`src/rtl/debounce_pkg.sv`:
```
// Shared constants and helpers for the input debouncer.
// Optional DEBOUNCE_EDGE_EN (used in input_debouncer) enables per-channel edge pulses.
package debounce_pkg;

   localparam int DEFAULT_DEBOUNCE_CYCLES = 500000;
   localparam int SIM_DEBOUNCE_CYCLES     = 4;

   function automatic int cnt_width(input int n);
      return $clog2(n);
   endfunction

endpackage

```
`src/rtl/debounce_channel.sv`:
```
// One debounce lane: two-flop synchroniser, stability counter and the clean level.
// o_upd is high on the edge where o_clean takes the new value.
module debounce_channel
   import debounce_pkg::*;
#(
   parameter int DEBOUNCE_CYCLES = DEFAULT_DEBOUNCE_CYCLES
) (
   input  logic clk,
   input  logic rst_n,
   input  logic i_raw,
   output logic o_clean,
   output logic o_upd
);

   localparam int              CW      = cnt_width(DEBOUNCE_CYCLES);
   localparam logic [CW-1:0]   CNT_MAX = CW'(DEBOUNCE_CYCLES - 1);

   logic          r_sync1;
   logic          r_sync2;
   logic          r_clean;
   logic [CW-1:0] r_cnt;
   logic          w_diff;
   logic          w_done;

   assign w_diff = r_sync2 ^ r_clean;
   assign w_done = w_diff && (r_cnt == CNT_MAX);

   always_ff @(posedge clk or negedge rst_n) begin
      if (!rst_n) begin
         r_sync1 <= 1'b0;
         r_sync2 <= 1'b0;
      end else begin
         r_sync1 <= i_raw;
         r_sync2 <= r_sync1;
      end
   end

   // Any cycle where the synchronised input agrees with the output abandons the run.
   always_ff @(posedge clk or negedge rst_n) begin
      if (!rst_n) begin
         r_cnt   <= '0;
         r_clean <= 1'b0;
      end else if (!w_diff) begin
         r_cnt   <= '0;
      end else if (w_done) begin
         r_cnt   <= '0;
         r_clean <= r_sync2;
      end else begin
         r_cnt   <= r_cnt + 1'b1;
      end
   end

   assign o_clean = r_clean;
   assign o_upd   = w_done;

endmodule

```
`src/rtl/input_debouncer.sv`:
```
// Multi-channel switch debouncer with a shared change strobe.
// Define DEBOUNCE_EDGE_EN to build per-channel rise/fall pulses; otherwise they read 0.
module input_debouncer
   import debounce_pkg::*;
#(
   parameter int NUM_CH          = 2,
   parameter int DEBOUNCE_CYCLES = DEFAULT_DEBOUNCE_CYCLES
) (
   input  logic              clk,
   input  logic              rst_n,
   input  logic [NUM_CH-1:0] raw_in,
   output logic [NUM_CH-1:0] clean_out,
   output logic              changed,
   output logic [NUM_CH-1:0] rise_pulse,
   output logic [NUM_CH-1:0] fall_pulse
);

   logic [NUM_CH-1:0] w_clean;
   logic [NUM_CH-1:0] w_upd;
   logic              r_changed;

   for (genvar g = 0; g < NUM_CH; g++) begin : g_ch
      debounce_channel #(
         .DEBOUNCE_CYCLES(DEBOUNCE_CYCLES)
      ) u_ch (
         .clk    (clk),
         .rst_n  (rst_n),
         .i_raw  (raw_in[g]),
         .o_clean(w_clean[g]),
         .o_upd  (w_upd[g])
      );
   end

   // Registered alongside the clean bits so the strobe lines up with the new level.
   always_ff @(posedge clk or negedge rst_n) begin
      if (!rst_n) r_changed <= 1'b0;
      else        r_changed <= |w_upd;
   end

`ifdef DEBOUNCE_EDGE_EN
   logic [NUM_CH-1:0] r_clean_d;

   always_ff @(posedge clk or negedge rst_n) begin
      if (!rst_n) r_clean_d <= '0;
      else        r_clean_d <= w_clean;
   end

   assign rise_pulse = w_clean & ~r_clean_d;
   assign fall_pulse = ~w_clean & r_clean_d;
`else
   assign rise_pulse = '0;
   assign fall_pulse = '0;
`endif

   assign clean_out = w_clean;
   assign changed   = r_changed;

endmodule
```
`config.mk`:
```
export PLATFORM = sky130hd
export DESIGN_NAME = input_debouncer
export DESIGN_NICKNAME = d
export VERILOG_FILES = /design/src/rtl/debounce_pkg.sv /design/src/rtl/debounce_channel.sv /design/src/rtl/input_debouncer.sv
export SDC_FILE = /design/constraint.sdc
export NUM_CORES = 1
export LEC_CHECK = 0
export CAP_MARGIN = 40
export CORE_MARGIN = 2
export CORE_UTILIZATION = 59
export DETAILED_ROUTE_END_ITERATION = 10
export GPL_TIMING_DRIVEN = 0
export PLACE_DENSITY = 0.78
export SLEW_MARGIN = 5
export SYNTH_ARGS = -nofsm -noshare
export SYNTH_HDL_FRONTEND = slang
export SYNTH_HIERARCHICAL = 1
export SYNTH_SLANG_ARGS = --single-unit
```
`constraint.sdc`:
```
create_clock -name clk -period 2.7 [get_ports clk]
set_clock_uncertainty 0.2 [all_clocks]
set_input_delay 0.54 -clock clk [delete_from_list [all_inputs] [get_ports clk]]
set_output_delay 0.54 -clock clk [all_outputs]
set_load 0.01 [all_outputs]
```
==> Word level (Yosys, flattened, before mapping) <==
Cells that the tools add are included.
{ "word_totals": {"regBits": 45, "in_bits": 4, "out_inout_bits": 7, "elab_cells": 24} }
{ "op_classes": {"add_sub_neg": 2, "n_eq_ne": 2, "mux": 4, "n_bitwise": 2, "n_reduce_logical": 5} }
{ "op_table": {"columns": ["cell", "count"], "rows": [
  ["19-bit two-way mux", 4],
  ["19-bit by 1-bit adder with 19-bit output, second input constant", 2],
  ["19-bit == test, second input constant", 2],
  ["2-bit AND reduction", 2],
  ["1-bit logical AND", 2],
  ["2-bit OR reduction", 1],
  ["1-bit XOR", 2]
]} }

==> Longest topological paths before layout <==
{ "logic_depth": {"word_depth": 4, "ltp_mapped": 6, "mapped_depth_nobuf": 5} }

==> Cells and area by module <==
Netlist, hierarchy kept.
{ "modules_own_cells": {"columns": ["mod", "instances", "cells_per_inst", "area_each_um2", "seq_area_each_um2"], "rows": [
  ["debounce_channel", 2, 107, 1104.8, 550.5],
  ["input_debouncer", 1, 7, 65.1, 25.0]
]} }

==> Worst setup path after synthesis <==
No wires, ideal clock.
{ "synth_path": {"path_kind": "register to register", "start": "reg g_ch[0].u_ch.r_cnt[0]", "end": "reg g_ch[0].u_ch.r_clean", "setup_ps": 125, "t_arrival_ps": 1770, "t_required_ps": 2375, "slack_ps": 605, "path_stages_with_launch": 5, "n_path_buf": 0, "synth_period_minus_slack_ps": 2095, "path_cell_list": "dfrtp_1 -> ha_1 -> nand4_1 -> or4_4 -> mux2_4"} }
{ "synth_via": {"elab_chain_cells": 3} }
{ "synth_rtl": {"columns": ["item", "line", "text"], "rows": [
  ["start: declaration", "debounce_channel.sv:21", "logic [CW-1:0] r_cnt;"],
  ["start signal: assignment", "debounce_channel.sv:49", "r_cnt <= r_cnt + 1'b1;"],
  ["19-bit == test", "debounce_channel.sv:26", "assign w_done = w_diff && (r_cnt == CNT_MAX);"],
  ["1-bit logical AND", "debounce_channel.sv:26", null],
  ["2-bit AND reduction (no source line)", null, null],
  ["end signal: assignment", "debounce_channel.sv:47", "r_clean <= r_sync2;"],
  ["end: declaration", "debounce_channel.sv:20", "logic r_clean;"]
]} }
Every way passes these cells.
A chain may end at the register's enable or synchronous reset.

==> Worst setup path in the final report <==
{ "layout_path": {"start": "reg g_ch[0].u_ch.r_cnt[0]", "end": "reg g_ch[0].u_ch.r_cnt[14]"} }
{ "layout_via": {"elab_chain_cells": 4} }
{ "layout_rtl": {"columns": ["item", "line", "text"], "rows": [
  ["branches (longest 2 deep; another with 19-bit by 1-bit adder with 19-bit output)", null, null],
  ["19-bit two-way mux *", "debounce_channel.sv:45", "end else if (w_done) begin"],
  ["19-bit two-way mux *", "debounce_channel.sv:43", "end else if (!w_diff) begin"]
]} }
Every way passes the cells marked *.

==> out/qor.yml <==
grt_pass1_vias: 1573
drc: 0
hp-start: "g_ch[0].u_ch/r_sync1"
synth_largest_area_cell: "dfrtp_1"
finalCritPeriodShare_pct: 88.2
period_needed_ps: 2380
ys_top_cells_by_count: "dfrtp_1 (45), nor2_1 (40), xnor2_1 (20)"
vias: 1625
dpl.hpwl_um: 2970
crit_chain: "ha_1, nand4_1, o41ai_4, buf_4, nor2_1"
yosysMostFrequentCell: "dfrtp_1"
syn_avg_cell_area_um2: 10.3
die_y_um: 66.1
synthTopCellsByArea: "dfrtp_1 (50%), xnor2_1 (7.7%), nor2_1 (6.6%)"
start_util_pct: 61.7
synth_seq_cells: 45
die-area_um2: 4370
finalSetupTns_ps: 0
num_io_pins: 11
reg2reg_from: "g_ch[0].u_ch/r_cnt[0]"
final_util_pct: 69.2
fmax_mhz: 420
rsz0062_at_grt: "no"
final_antenna_net_count: 0
numCtsBuffers: 5
placement.io_buffers: 6
nets: 245
hold_class: "reg2reg"
grt_antenna_before_repair: 0
cts.sinks: 45
yosysSeqAreaShare_pct: 49.5
critPathMaxStageDelay_ps: 700
areaGrowthSynthToFinish_pct: 12.2
ctsResizeCount: 0
crit_required_ps: 2680
p_int_mw: 1.01
combPwrFrac_pct: 4.4
grt_pass1_wl_um: 7270
startpoint: "g_ch[0].u_ch/r_cnt[0]"
startpoint_type: "register"
via_per_inst: 5.64
cts_max_path_buffers: 2
wl_per_cell_um: 14.0
p_switching_uw: 264
clkPwrFrac_pct: 41.0
setup_viol: 0
clkLatencyLatePin_ps: 290
reg2reg_to: "g_ch[0].u_ch/r_cnt[14]"
synth_cell_types: 32
p_leak_nw: 1.04
seqPwrFrac_pct: 54.6
routed_wirelength_um: 4050
p_sw_share_pct: 20.8
dieWidth_um: 66.1
ff2ff_setup_slack_ps: 320
maxSlewHeadroom_pct: 63.3
path_clk_slew_ps: 80
syn_inst: 221
p_per_area_nw_per_um2: 499
grt_overflow: 0
h-tree-depth: 2
synth-async-reset-ratio_pct: 100
path_class: "reg2reg"
critPathTopFamily: "compound AO/OA/AOI/OAI gates"
cts_tree: "done"
first_iter_violations: 95
grt_max_degree: 28
drv_cap: 0
drive_gt1_share_pct: 13.3
crit_path_end_kind: "register"
crit_cells: 5
tightest_slew_ps: 548
netlist_area_um2: 2270
reg2regPathDepth: 5
synth_edf_count: 0
cts_root_buf: "clkbuf_8"
yosys_warnings: 6
insertedDiodeCount: 0
cp_max_fo: 10
slew_violations: 0
drt_pass1_iterations: 4
status: "complete, no violations"
endpoint: "g_ch[0].u_ch/r_cnt[14]"
synthFlopType: "dfrtp_1"
core-area_um2: 3690
rows: 22
track_usage_pct: 21.7
cp.buffers_inverters: 1
crit_slowest_cell: "o41ai_4"
peakVddDrop_mv: 0.334
worstPathArrival_ps: 2360
gp_congestion: 0.864
synth.top_cell.area_share_pct: 49.5
hold_violations: 0
## worst reg2reg max path: cells and delay by family, from the launching register on
family                     cells  cell delay [ps]
adders and majority gates      1              240
DFF                            1              410
and+or+nand+nor                2              450
buffers and inverters          1              270
AOI/OAI and AO/OA              1              700
## sequential cells by signal, indices dropped and copies added, names as in the netlist
name               flops
changed                1
g_ch.u_ch/o_clean      2
g_ch.u_ch/r_cnt       38
g_ch.u_ch/r_sync1      2
g_ch.u_ch/r_sync2      2
## cells in the final DEF (no fill, tap or decap), types with 2 or more instances in the layout
cell / n
o31ai_1: 2
mux2_4: 2
inv_1: 4
o21ai_0: 2
and3_1: 2
nor2_1: 40
o41ai_1: 2
conb_1: 4
xnor2_1: 20
a21oi_1: 6
clkdlybuf4s50_1: 5
buf_4: 6
nor4b_2: 2
nor4_1: 6
ha_1: 2
or4b_1: 2
or3_1: 4
nand4_2: 2
nor3_1: 4
nand2_1: 10
nand3_1: 14
clkbuf_1: 2
clkbuf_8: 6
or4_4: 2
xor2_1: 12
buf_2: 3
and4_1: 2
nand4_1: 14
and3_2: 2
dfrtp_1: 45
or2_2: 2
or4_1: 2
o41ai_4: 2
## timing repair
action,CTS,global route
hold buffers,1,0
hold endpoints to repair,18,0
buffers inserted,0,0
## metrics by stage
step / hold WS (ps) / power (mW) / cell area [µm²] / setup WS, ps / cells
floorplan: 44.4 / 0.736 / 2290 / 605 / 224
global placement: 138 / 0.761 / 2410 / -274 / 278
detailed placement: 136 / 0.765 / 2420 / 344 / 279
CTS: 158 / 1.28 / 2550 / 331 / 288
global route: 167 / 1.33 / 2550 / 58.7 / 288
finish: 155 / 1.27 / 2550 / 319 / 288
## cell type report
class                           instances  area, µm²
Tap cell                               48       60.1
Buffer                                 10       62.6
Clock buffer                            6       82.6
Sequential cell                        45       1130
Timing Repair Buffer                    8       85.1
Multi-Input combinational cell        165       1080
Inverter                                4       15.0
Clock inverter                          2       37.5
Fill cell                             295       1140
## worst min-delay path by stage
stage / slack (ps) / depth (start not counted) / to
final: 150 / 0 / g_ch[0].u_ch/r_sync2
after global routing: 170 / 0 / g_ch[0].u_ch/r_sync2
after CTS: 160 / 0 / g_ch[0].u_ch/r_sync2
after detailed placement: 140 / 0 / g_ch[1].u_ch/r_sync2
after global placement: 140 / 0 / g_ch[0].u_ch/r_sync2
after floorplan: 40 / 0 / changed
## routing by layer
| metal | vias to the layer above | GRT usage (%) | part of all wire, % |
|---|---|---|---|
| met5 | - | 0 | 0 |
| met4 | 0 | 6.89 | 1.1 |
| met3 | 5 | 4.77 | 4.0 |
| met2 | 36 | 31.1 | 45 |
| met1 | 779 | 32.8 | 50 |
| li1 | 805 | - | - |
## logic make-up after synthesis
| logic type | after synthesis | synth area share, % |
|---|---|---|
| flops | 45 | 49.5 |
| other cells | 1 | 0.165 |
| simple gates | 111 | 26.6 |
| buf+inv | 14 | 3.41 |
| xor+xnor | 32 | 12.3 |
| mux | 2 | 1.32 |
| compound gates | 14 | 5.61 |
| fa+ha+maj | 2 | 1.10 |
## power by group through the flow
| stage | combinational [mW] | clock, mW | sequential (mW) |
|---|---|---|---|
| global route | 0.0640 | 0.565 | 0.697 |
| floorplan | 0.0306 | 0 | 0.706 |
| global placement | 0.0530 | 0 | 0.708 |
| finish | 0.0562 | 0.521 | 0.695 |
| CTS | 0.0583 | 0.532 | 0.694 |
| detailed placement | 0.0568 | 0 | 0.708 |
Note: power is estimated with default switching activity, not from simulation.
